==> src/rtl/apb_ctrl_pkg.sv <==
// Shared types and constants for the two-requester APB master controller.
// APB_ADDR_CHECK_EN adds the ERR state used to reject out-of-range addresses.
package apb_ctrl_pkg;

    localparam int DEF_ADDR_W = 16;
    localparam int DEF_DATA_W = 32;
    localparam int DEF_NSEL   = 4;

    // Address fields: slave select decode and range check.
    localparam int SEL_LO = 12;
    localparam int SEL_HI = 13;
    localparam int CHK_LO = 14;
    localparam int CHK_HI = 15;

    typedef enum logic [1:0] {
        IDLE   = 2'd0,
        SETUP  = 2'd1,
`ifdef APB_ADDR_CHECK_EN
        ACCESS = 2'd2,
        ERR    = 2'd3
`else
        ACCESS = 2'd2
`endif
    } state_t;

endpackage

==> src/rtl/apb_master_ctrl_if.sv <==
// Bundle of requester handshake, response and APB bus signals for apb_master_ctrl.
// Handshake: a requester holds req_valid with stable write/addr/wdata until it sees its
// req_ready bit high in the same cycle; that cycle is the transfer. rsp_valid is a
// one-cycle pulse to the owner, with rsp_rdata/rsp_err valid alongside it.
interface apb_master_ctrl_if
    import apb_ctrl_pkg::*;
#(
    parameter int ADDR_W = DEF_ADDR_W,
    parameter int DATA_W = DEF_DATA_W,
    parameter int NSEL   = DEF_NSEL
);

    logic [1:0]          req_valid;
    logic [1:0]          req_write;
    logic [2*ADDR_W-1:0] req_addr;
    logic [2*DATA_W-1:0] req_wdata;
    logic [1:0]          req_ready;

    logic [1:0]          rsp_valid;
    logic [DATA_W-1:0]   rsp_rdata;
    logic                rsp_err;

    logic [NSEL-1:0]     PSELx;
    logic                PENABLE;
    logic                PWRITE;
    logic [ADDR_W-1:0]   PADDR;
    logic [DATA_W-1:0]   PWDATA;
    logic [DATA_W-1:0]   PRDATA;
    logic                PSLVERR;

    state_t              dbg_state;

    modport master (
        input  req_valid, req_write, req_addr, req_wdata,
        input  PRDATA, PSLVERR,
        output req_ready, rsp_valid, rsp_rdata, rsp_err,
        output PSELx, PENABLE, PWRITE, PADDR, PWDATA,
        output dbg_state
    );

    modport slave (
        output req_valid, req_write, req_addr, req_wdata,
        output PRDATA, PSLVERR,
        input  req_ready, rsp_valid, rsp_rdata, rsp_err,
        input  PSELx, PENABLE, PWRITE, PADDR, PWDATA,
        input  dbg_state
    );

endinterface

==> src/rtl/apb_rr_arb.sv <==
// Two-way round-robin arbiter. grant is combinational from req; last_grant only
// advances when the controller actually takes the granted request.
module apb_rr_arb (
    input  logic       PCLK,
    input  logic       PRESETn,
    input  logic [1:0] req,
    input  logic       take,
    output logic [1:0] grant
);

    logic last_grant;

    always_comb begin
        grant = 2'b00;
        case (req)
            2'b01:   grant = 2'b01;
            2'b10:   grant = 2'b10;
            // On contention favour whoever was not served last.
            2'b11:   grant = last_grant ? 2'b01 : 2'b10;
            default: grant = 2'b00;
        endcase
    end

    // Reset value 1 lets requester 0 win the first contention.
    always_ff @(posedge PCLK or negedge PRESETn) begin
        if (!PRESETn) begin
            last_grant <= 1'b1;
        end else if (take && (grant != 2'b00)) begin
            last_grant <= grant[1];
        end
    end

endmodule

==> src/rtl/apb_master_ctrl.sv <==
// APB master controller: arbitrates two requesters onto a fixed two-cycle APB transfer.
// With APB_ADDR_CHECK_EN defined, addresses with nonzero check bits are rejected via ERR.
module apb_master_ctrl
    import apb_ctrl_pkg::*;
#(
    parameter int ADDR_W = DEF_ADDR_W,
    parameter int DATA_W = DEF_DATA_W,
    parameter int NSEL   = DEF_NSEL
) (
    input  logic              PCLK,
    input  logic              PRESETn,
    apb_master_ctrl_if.master bus
);

    state_t            state;
    state_t            state_nxt;

    logic [1:0]        grant;
    logic              accept;
    logic              gidx;
    logic              gnt_write;
    logic [ADDR_W-1:0] gnt_addr;
    logic [DATA_W-1:0] gnt_wdata;
`ifdef APB_ADDR_CHECK_EN
    logic              addr_bad;
`endif

    logic              cap_owner;
    logic              cap_write;
    logic [ADDR_W-1:0] cap_addr;
    logic [DATA_W-1:0] cap_wdata;

    logic [1:0]        rsp_valid_q;
    logic [DATA_W-1:0] rsp_rdata_q;
    logic              rsp_err_q;

    logic [NSEL-1:0]   sel_onehot;

    apb_rr_arb u_arb (
        .PCLK    (PCLK),
        .PRESETn (PRESETn),
        .req     (bus.req_valid),
        .take    (accept),
        .grant   (grant)
    );

    // Acceptance is gated by PRESETn so req_ready stays low while reset is held.
    assign accept    = (state == IDLE) && (bus.req_valid != 2'b00) && PRESETn;
    assign gidx      = grant[1];
    assign gnt_write = gidx ? bus.req_write[1] : bus.req_write[0];
    assign gnt_addr  = gidx ? bus.req_addr[2*ADDR_W-1:ADDR_W] : bus.req_addr[ADDR_W-1:0];
    assign gnt_wdata = gidx ? bus.req_wdata[2*DATA_W-1:DATA_W] : bus.req_wdata[DATA_W-1:0];
`ifdef APB_ADDR_CHECK_EN
    assign addr_bad  = |gnt_addr[CHK_HI:CHK_LO];
`endif

    always_ff @(posedge PCLK or negedge PRESETn) begin
        if (!PRESETn) begin
            state <= IDLE;
        end else begin
            state <= state_nxt;
        end
    end

    always_comb begin
        state_nxt     = state;
        bus.req_ready = 2'b00;
        bus.PSELx     = '0;
        bus.PENABLE   = 1'b0;
        sel_onehot    = '0;
        sel_onehot[cap_addr[SEL_HI:SEL_LO]] = 1'b1;

        case (state)
            IDLE: begin
                if (accept) begin
                    bus.req_ready = grant;
`ifdef APB_ADDR_CHECK_EN
                    state_nxt = addr_bad ? ERR : SETUP;
`else
                    state_nxt = SETUP;
`endif
                end
            end
            SETUP: begin
                bus.PSELx = sel_onehot;
                state_nxt = ACCESS;
            end
            ACCESS: begin
                bus.PSELx   = sel_onehot;
                bus.PENABLE = 1'b1;
                state_nxt   = IDLE;
            end
`ifdef APB_ADDR_CHECK_EN
            ERR: begin
                state_nxt = IDLE;
            end
`endif
            default: begin
                state_nxt = IDLE;
            end
        endcase
    end

    // Captured request doubles as the APB address/data/direction, so those hold between transfers.
    always_ff @(posedge PCLK or negedge PRESETn) begin
        if (!PRESETn) begin
            cap_owner <= 1'b0;
            cap_write <= 1'b0;
            cap_addr  <= '0;
            cap_wdata <= '0;
        end else if (accept) begin
            cap_owner <= gidx;
            cap_write <= gnt_write;
            cap_addr  <= gnt_addr;
            cap_wdata <= gnt_wdata;
        end
    end

    always_ff @(posedge PCLK or negedge PRESETn) begin
        if (!PRESETn) begin
            rsp_valid_q <= 2'b00;
            rsp_rdata_q <= '0;
            rsp_err_q   <= 1'b0;
        end else begin
            rsp_valid_q <= 2'b00;
            if (state == ACCESS) begin
                rsp_valid_q <= cap_owner ? 2'b10 : 2'b01;
                rsp_rdata_q <= cap_write ? '0 : bus.PRDATA;
                rsp_err_q   <= bus.PSLVERR;
            end
`ifdef APB_ADDR_CHECK_EN
            if (state == ERR) begin
                rsp_valid_q <= cap_owner ? 2'b10 : 2'b01;
                rsp_rdata_q <= '0;
                rsp_err_q   <= 1'b1;
            end
`endif
        end
    end

    assign bus.rsp_valid = rsp_valid_q;
    assign bus.rsp_rdata = rsp_rdata_q;
    assign bus.rsp_err   = rsp_err_q;
    assign bus.PWRITE    = cap_write;
    assign bus.PADDR     = cap_addr;
    assign bus.PWDATA    = cap_wdata;
    assign bus.dbg_state = state;

endmodule

==> src/flat_wrapper.sv <==
// flat-port wrapper written by rule: the top's interface ports become plain ports
module apb_master_ctrl_flat import apb_ctrl_pkg::*;
#(
    parameter int ADDR_W = DEF_ADDR_W,
    parameter int DATA_W = DEF_DATA_W,
    parameter int NSEL   = DEF_NSEL
)
  (PCLK, PRESETn, bus_req_valid, bus_req_write, bus_req_addr, bus_req_wdata, bus_PRDATA, bus_PSLVERR, bus_req_ready, bus_rsp_valid, bus_rsp_rdata, bus_rsp_err, bus_PSELx, bus_PENABLE, bus_PWRITE, bus_PADDR, bus_PWDATA, bus_dbg_state);
  apb_master_ctrl_if #(.ADDR_W(ADDR_W), .DATA_W(DATA_W), .NSEL(NSEL)) bus_i ();
  input  logic PCLK;
  input  logic PRESETn;
  input wire logic [$bits(bus_i.req_valid)-1:0] bus_req_valid;
  input wire logic [$bits(bus_i.req_write)-1:0] bus_req_write;
  input wire logic [$bits(bus_i.req_addr)-1:0] bus_req_addr;
  input wire logic [$bits(bus_i.req_wdata)-1:0] bus_req_wdata;
  input wire logic [$bits(bus_i.PRDATA)-1:0] bus_PRDATA;
  input wire logic [$bits(bus_i.PSLVERR)-1:0] bus_PSLVERR;
  output wire logic [$bits(bus_i.req_ready)-1:0] bus_req_ready;
  output wire logic [$bits(bus_i.rsp_valid)-1:0] bus_rsp_valid;
  output wire logic [$bits(bus_i.rsp_rdata)-1:0] bus_rsp_rdata;
  output wire logic [$bits(bus_i.rsp_err)-1:0] bus_rsp_err;
  output wire logic [$bits(bus_i.PSELx)-1:0] bus_PSELx;
  output wire logic [$bits(bus_i.PENABLE)-1:0] bus_PENABLE;
  output wire logic [$bits(bus_i.PWRITE)-1:0] bus_PWRITE;
  output wire logic [$bits(bus_i.PADDR)-1:0] bus_PADDR;
  output wire logic [$bits(bus_i.PWDATA)-1:0] bus_PWDATA;
  output wire logic [$bits(bus_i.dbg_state)-1:0] bus_dbg_state;
  assign bus_i.req_valid = bus_req_valid;
  assign bus_i.req_write = bus_req_write;
  assign bus_i.req_addr = bus_req_addr;
  assign bus_i.req_wdata = bus_req_wdata;
  assign bus_i.PRDATA = bus_PRDATA;
  assign bus_i.PSLVERR = bus_PSLVERR;
  assign bus_req_ready = bus_i.req_ready;
  assign bus_rsp_valid = bus_i.rsp_valid;
  assign bus_rsp_rdata = bus_i.rsp_rdata;
  assign bus_rsp_err = bus_i.rsp_err;
  assign bus_PSELx = bus_i.PSELx;
  assign bus_PENABLE = bus_i.PENABLE;
  assign bus_PWRITE = bus_i.PWRITE;
  assign bus_PADDR = bus_i.PADDR;
  assign bus_PWDATA = bus_i.PWDATA;
  assign bus_dbg_state = bus_i.dbg_state;
  apb_master_ctrl #(.ADDR_W(ADDR_W), .DATA_W(DATA_W), .NSEL(NSEL)) u_core (.PCLK(PCLK), .PRESETn(PRESETn), .bus(bus_i));
endmodule
==> config.mk <==
export PLATFORM = sky130hd
export DESIGN_NAME = apb_master_ctrl_flat
export DESIGN_NICKNAME = d
export VERILOG_FILES = /design/src/rtl/apb_ctrl_pkg.sv /design/src/rtl/apb_master_ctrl_if.sv /design/src/rtl/apb_rr_arb.sv /design/src/rtl/apb_master_ctrl.sv /design/src/flat_wrapper.sv
export SDC_FILE = /design/constraint.sdc
export NUM_CORES = 1
export LEC_CHECK = 0
export CELL_PAD_IN_SITES_DETAIL_PLACEMENT = 1
export CELL_PAD_IN_SITES_GLOBAL_PLACEMENT = 1
export CORE_ASPECT_RATIO = 0.6
export CORE_UTILIZATION = 31
export CTS_BUF_LIST = sky130_fd_sc_hd__clkbuf_4 sky130_fd_sc_hd__clkbuf_8
export CTS_CLUSTER_DIAMETER = 120
export DETAILED_ROUTE_END_ITERATION = 8
export HOLD_SLACK_MARGIN = 0.05
export PLACE_DENSITY = 0.86
export SETUP_SLACK_MARGIN = 0.3
export SLEW_MARGIN = 20
export SYNTH_ARGS = -nofsm -noshare
export SYNTH_HDL_FRONTEND = slang
export SYNTH_HIERARCHICAL = 1
export SYNTH_SLANG_ARGS = --single-unit
==> constraint.sdc <==
create_clock -name PCLK -period 2.26 [get_ports PCLK]
set_clock_uncertainty 0.2 [all_clocks]
set_input_delay 0.226 -clock PCLK [delete_from_list [all_inputs] [get_ports PCLK]]
set_output_delay 0.226 -clock PCLK [all_outputs]
set_load 0.01 [all_outputs]
### Word-level counts from Yosys, hierarchy flattened

Cells that the tools add are included.

* equal/unequal tests: 6
* reduce and logical (&&, ||, !) cells: 8
* magnitude comparators: 2
* muxes and demuxes: 16

Operator list (count)
* 2-to-1 mux 32 bit: 2
* 2-to-1 mux 16 bit: 1
* 2-to-1 mux 2 bit: 6
* == test 2 bit, second input constant: 3
* case mux 2 bit (3 select lines): 1
* == test 2 x 1 -> 1 bit, second input constant: 2
* logical AND 1 bit: 4
* 2-to-1 mux 4 bit: 1
* case mux 2 bit (2 select lines): 1
* nonzero test 2 bit: 2
* less-than comparator 2 x 3 -> 1 bit, second input constant: 1
* 2-to-1 mux 1 bit: 3
* demux 1 bit (select 2 bit): 1
* greater-or-equal comparator 2 x 1 -> 1 bit, second input constant: 1
* logical NOT 2 bit: 1
* != test 2 bit, second input constant: 1
* OR reduction 2 bit: 1

* register bits after elaboration: 88
* input port bits: 135
* logic and storage cells: 41
* output and inout bits: 93

### Longest topological paths before layout

* word-level depth: 5
* mapped depth: 7
* gate-level depth less buffers: 5

### Modules after synthesis

The synthesis kept the hierarchy.

By module, submodules not included
* apb_master_ctrl: cells an instance 315, sequential area each 2177.1 µm², area an instance 4336.7 µm², times used 1
* apb_rr_arb: cells an instance 6, sequential area each 26.3 µm², area an instance 56.3 µm², times used 1

### Worst setup path before layout

No wires, ideal clock.

* path type: register -> register
* start point: register u_core.state[0] (netlist: u_core/bus.dbg_state[0])
* end point: register u_core.rsp_err_q (netlist: u_core/bus.rsp_err)
* buffers on the path: 2
* path slack: 0.447 ns
* data arrival time: 1.488 ns
* period minus slack after synthesis: 1.813 ns
* cell stages (with the launch flop): 6
* cell sequence: dfrtp_1 -> inv_1 -> ha_1 -> clkbuf_1 -> buf_2 -> mux2_2

* longest elaborated chain between the ends: 1

Ends and longest elaborated chain
* from (decl): line apb_master_ctrl.sv:15 `state_t state;`
* from (signal assigned): line apb_master_ctrl.sv:61 `state <= state_nxt;`
* == test 2 bit: line apb_master_ctrl.sv:126 `if (state == ACCESS) begin`
* to (signal assigned): line apb_master_ctrl.sv:129 `rsp_err_q <= bus.PSLVERR;`
* to (decl): line apb_master_ctrl.sv:35 `logic rsp_err_q;`

Every way passes these cells.
A chain may end at the register's enable or synchronous reset.

### Worst setup path after layout

* start point: input bus_req_valid[1]
* end point: register u_core.cap_wdata[15] (netlist: u_core/bus.PWDATA[15])

* longest elaborated chain between the ends: 3

Ends and longest elaborated chain
* from (decl): line flat_wrapper.sv:12 `input wire logic [$bits(bus_i.req_valid)-1:0] bus_req_valid;`
* == test 2 bit / == test 2 x 1 -> 1 bit (equally long branches): line apb_rr_arb.sv:15 `case (req)`
* case mux 2 bit (3 select lines) (*): line apb_rr_arb.sv:15
* named net u_core.grant[1]: line apb_master_ctrl.sv:18 `logic [1:0] grant;`
* 2-to-1 mux 32 bit (*): line apb_master_ctrl.sv:52 `assign gnt_wdata = gidx ? bus.req_wdata[2*DATA_W-1:DATA_W] : bus.req_wdata[DATA_W-1:0];`
* to (signal assigned): line apb_master_ctrl.sv:115 `cap_wdata <= gnt_wdata;`
* to (decl): line apb_master_ctrl.sv:31 `logic [DATA_W-1:0] cap_wdata;`

The timed path passes the listed nets; every way through them passes the cells marked *.

==> results_dict.tcl <==
set metrics [dict create \
    status "completed" \
    fin_util 0.520 \
    crit_required_ns 2.29 \
    clk_latency_ns 0.34 \
    drive_above_1_share 0.262 \
    drcViolationCount 0 \
    max_freq_mhz 520 \
    synthCells 321 \
    diodes 0 \
    startpoint_type "input port" \
    cts_num_sinks 88 \
    timing.rr.end "u_core/bus.rsp_err" \
    cts_tree "done" \
    hold_viol 0 \
    dp_hpwl_um 9970 \
    htreeDepth 3 \
    grt_max_degree 59 \
    crit_type "input port to flop" \
    finalSetupViolCount 0 \
    powerDensity_nw_per_um2 1200 \
    viasPerCell 4.52 \
    crit_buf_inv 2 \
    crit_chain "clkdlybuf4s50_1 -> a21boi_4 -> buf_12 -> mux2_2 -> mux2_4" \
    cp_top_family "buffers and inverters" \
    async_flop_share 1.00 \
    overflow 0 \
    wl_per_cell_um 17.8 \
    holdPathStages 3 \
    r2r-start "u_core/bus.dbg_state[0]" \
    fin_crit_sh 0.851 \
    arrival_ns 1.96 \
    whs_endpoint "u_core/bus.rsp_rdata[6]" \
    ios 228 \
    syn_area_per_cell_um2 13.7 \
    synth_warnings 6 \
    port_buffers 227 \
    fp.dieH_um 94.2 \
    r2r_cells 5 \
    cts_buffer_depth 2 \
    start_util 0.320 \
    synth.distinct_cells 31 \
    cts_buffers 9 \
    worst_pin_slew_ns 0.563 \
    synth-seq-cells 88 \
    cp_max_fo 35 \
    multi_input_area_um2 1910 \
    die_area_um2 14700 \
    total_power_uw 8580 \
    core_um2 13700 \
    grt_pass1_wl_um 20700 \
    nFillCells 1443 \
    grt_pass1_vias 3899 \
    end_kind "flop" \
    syn_nets 460 \
    root_buffer "clkbuf_8" \
    max_stage_delay_ns 0.56 \
    routabilityCongestion 0.725 \
    maxCapViolCount 0 \
    regArea_um2 2200 \
    vias 3404 \
    drtAntennaViolNets 0 \
    finish.net_count 696 \
    synth.yosys.seq_area_share 0.502 \
    fp.dieW_um 156 \
    critPathSlowestCell "clkdlybuf4s50_1" \
    slew_viol_final 0 \
    min_period_ns 1.92 \
    vdd_drop_max_v 0.000537 \
    areaGrowthSynthToFinish_pct 62.6 \
    drt-initial-drc-count 74 \
    r2r_slack_ns 0.37 \
    synth_flop_cell "dfrtp_1" \
    hold_class "input port to flop" \
    min-delay-start "bus_PRDATA[6]" \
    path_clk_slew_ns 0.09 \
    p_leak_uw 0.00300 \
    antenna_found_initial 1 \
    synthesis.area_um2 4390 \
    routed_wirelength_um 13400 \
    drtPass1Iterations 4 \
    grtUsageTotal 0.185 \
    slew-limit-headroom 0.624 \
    rsz0062_at_grt "true" \
    rows 33 \
    synth_edf_count 0 \
]
cells in the mapped netlist (all sizes together), types with 2 or more instances:
master  number  area, µm²
buf         13        179
dfrtp       87       2180
nand3b      24        180
o21ai       24        120
inv         27        101
nand2b       2       12.5
nor2         2       7.51
a22o         8       70.1
and2         3       18.8
o211ai       4       30.0
mux2       100       1300
ha           4       50.1
clkbuf       8       30.0
nand2        3       11.3
a21boi       2       15.0
how the worst max path moves through the flow:
| stage | slack [ns] | start | cells after the start | to |
|---|---|---|---|---|
| 3_5_place_dp | -0.03 | bus_req_valid[1] | 5 | u_core/bus.PWDATA[13] |
| 2_1_floorplan | 0.45 | u_core/bus.dbg_state[0] | 5 | u_core/bus.rsp_err |
| 3_3_place_gp | 0.05 | bus_req_valid[1] | 5 | u_core/bus.PWDATA[6] |
| 4_1_cts | 0.21 | u_core/u_arb/last_grant | 4 | bus_req_ready[0] |
| 6_report | 0.34 | bus_req_valid[1] | 5 | u_core/bus.PWDATA[15] |
| 5_1_grt | 0.29 | u_core/bus.dbg_state[0] | 4 | bus_PENABLE |
logic make-up after synthesis:
kind of cell / count (synthesis) / share of synthesized area
AO/OA/AOI/OAI: 42 / 0.0601
buffers and inverters: 49 / 0.0715
multiplexers: 100 / 0.296
flip-flops: 88 / 0.502
adder cells (fa/ha/maj): 4 / 0.0114
AND/OR/NAND/NOR: 38 / 0.0590
cells in the final DEF (no fill, tap or decap), types with 2 or more instances in the layout:
master / n
inv_2: 2
mux2_1: 2
and2_1: 3
mux2_2: 51
nand2b_1: 2
clkbuf_2: 3
ha_1: 3
clkdlybuf4s50_1: 219
a22o_1: 8
o211ai_1: 4
buf_2: 3
clkbuf_8: 9
dfrtp_1: 86
buf_6: 2
mux2_4: 47
o21ai_0: 24
buf_4: 14
inv_1: 25
nor2_1: 2
nand2_1: 3
bufinv_16: 3
nand3b_1: 24
worst register-to-register path, stage by stage (launching register included):
cell and delay [ns]:
dfrtp_1 0.40, inv_2 0.09, buf_4 0.12, ha_1 0.21, buf_4 0.37, mux2_2 0.39
sequential cells by signal, summed over array words and instances (netlist names):
| name | cells |
|---|---|
| u_core/bus.dbg_state | 2 |
| u_core/bus.rsp_rdata | 32 |
| u_core/bus.rsp_err | 1 |
| u_core/cap_owner | 1 |
| u_core/bus.PWDATA | 32 |
| u_core/bus.PADDR | 16 |
| u_core/bus.rsp_valid | 2 |
| u_core/u_arb/last_grant | 1 |
| u_core/bus.PWRITE | 1 |
cell type report:
type | instances | share of cell area
sequential | 88 | 0.309
timing repair buffer | 246 | 0.342
clock inverter | 5 | 0.0149
clock buffer | 10 | 0.0184
inverter | 28 | 0.0147
multi-input combinational | 184 | 0.268
tap | 192 | 0.0336
per-stage QoR:
stage          setup TNS [ns]  instances  area [µm²]  hold WS (ns)  setup WS (ns)
2_1_floorplan               0        321        4390        -0.270          0.447
3_3_place_gp                0        730        6820         0.122         0.0517
3_5_place_dp           -0.199        730        6820         0.132        -0.0257
4_1_cts                     0        752        7110         0.233          0.211
5_1_grt                     0        753        7140         0.227          0.291
6_report                    0        753        7140         0.256          0.337
where the power goes:
group / internal (µW) / switching, µW / total, µW
logic: 2770 / 1670 / 4440
clock network: 743 / 560 / 1300
registers: 2330 / 507 / 2840
per-layer routing:
metal  up-vias  wire length (µm)  track usage
met5         -                11            0
met4         2               174       0.0474
met3        17              1130       0.0710
met2       135              6540        0.320
met1      1671              5560        0.215
li1       1579                 -            -
timing repair:
| action | CTS | global route |
|---|---|---|
| setup buffers | 6 | 0 |
| gates resized for setup | 22 | 11 |
| endpoints found under the hold margin | 29 | 0 |
| pin swaps | 0 | 0 |
| hold buffers | 1 | 0 |
| cloned | 0 | 1 |
| setup endpoints to repair | 57 | 80 |
No activity file was read; power rests on OpenSTA's default activity.
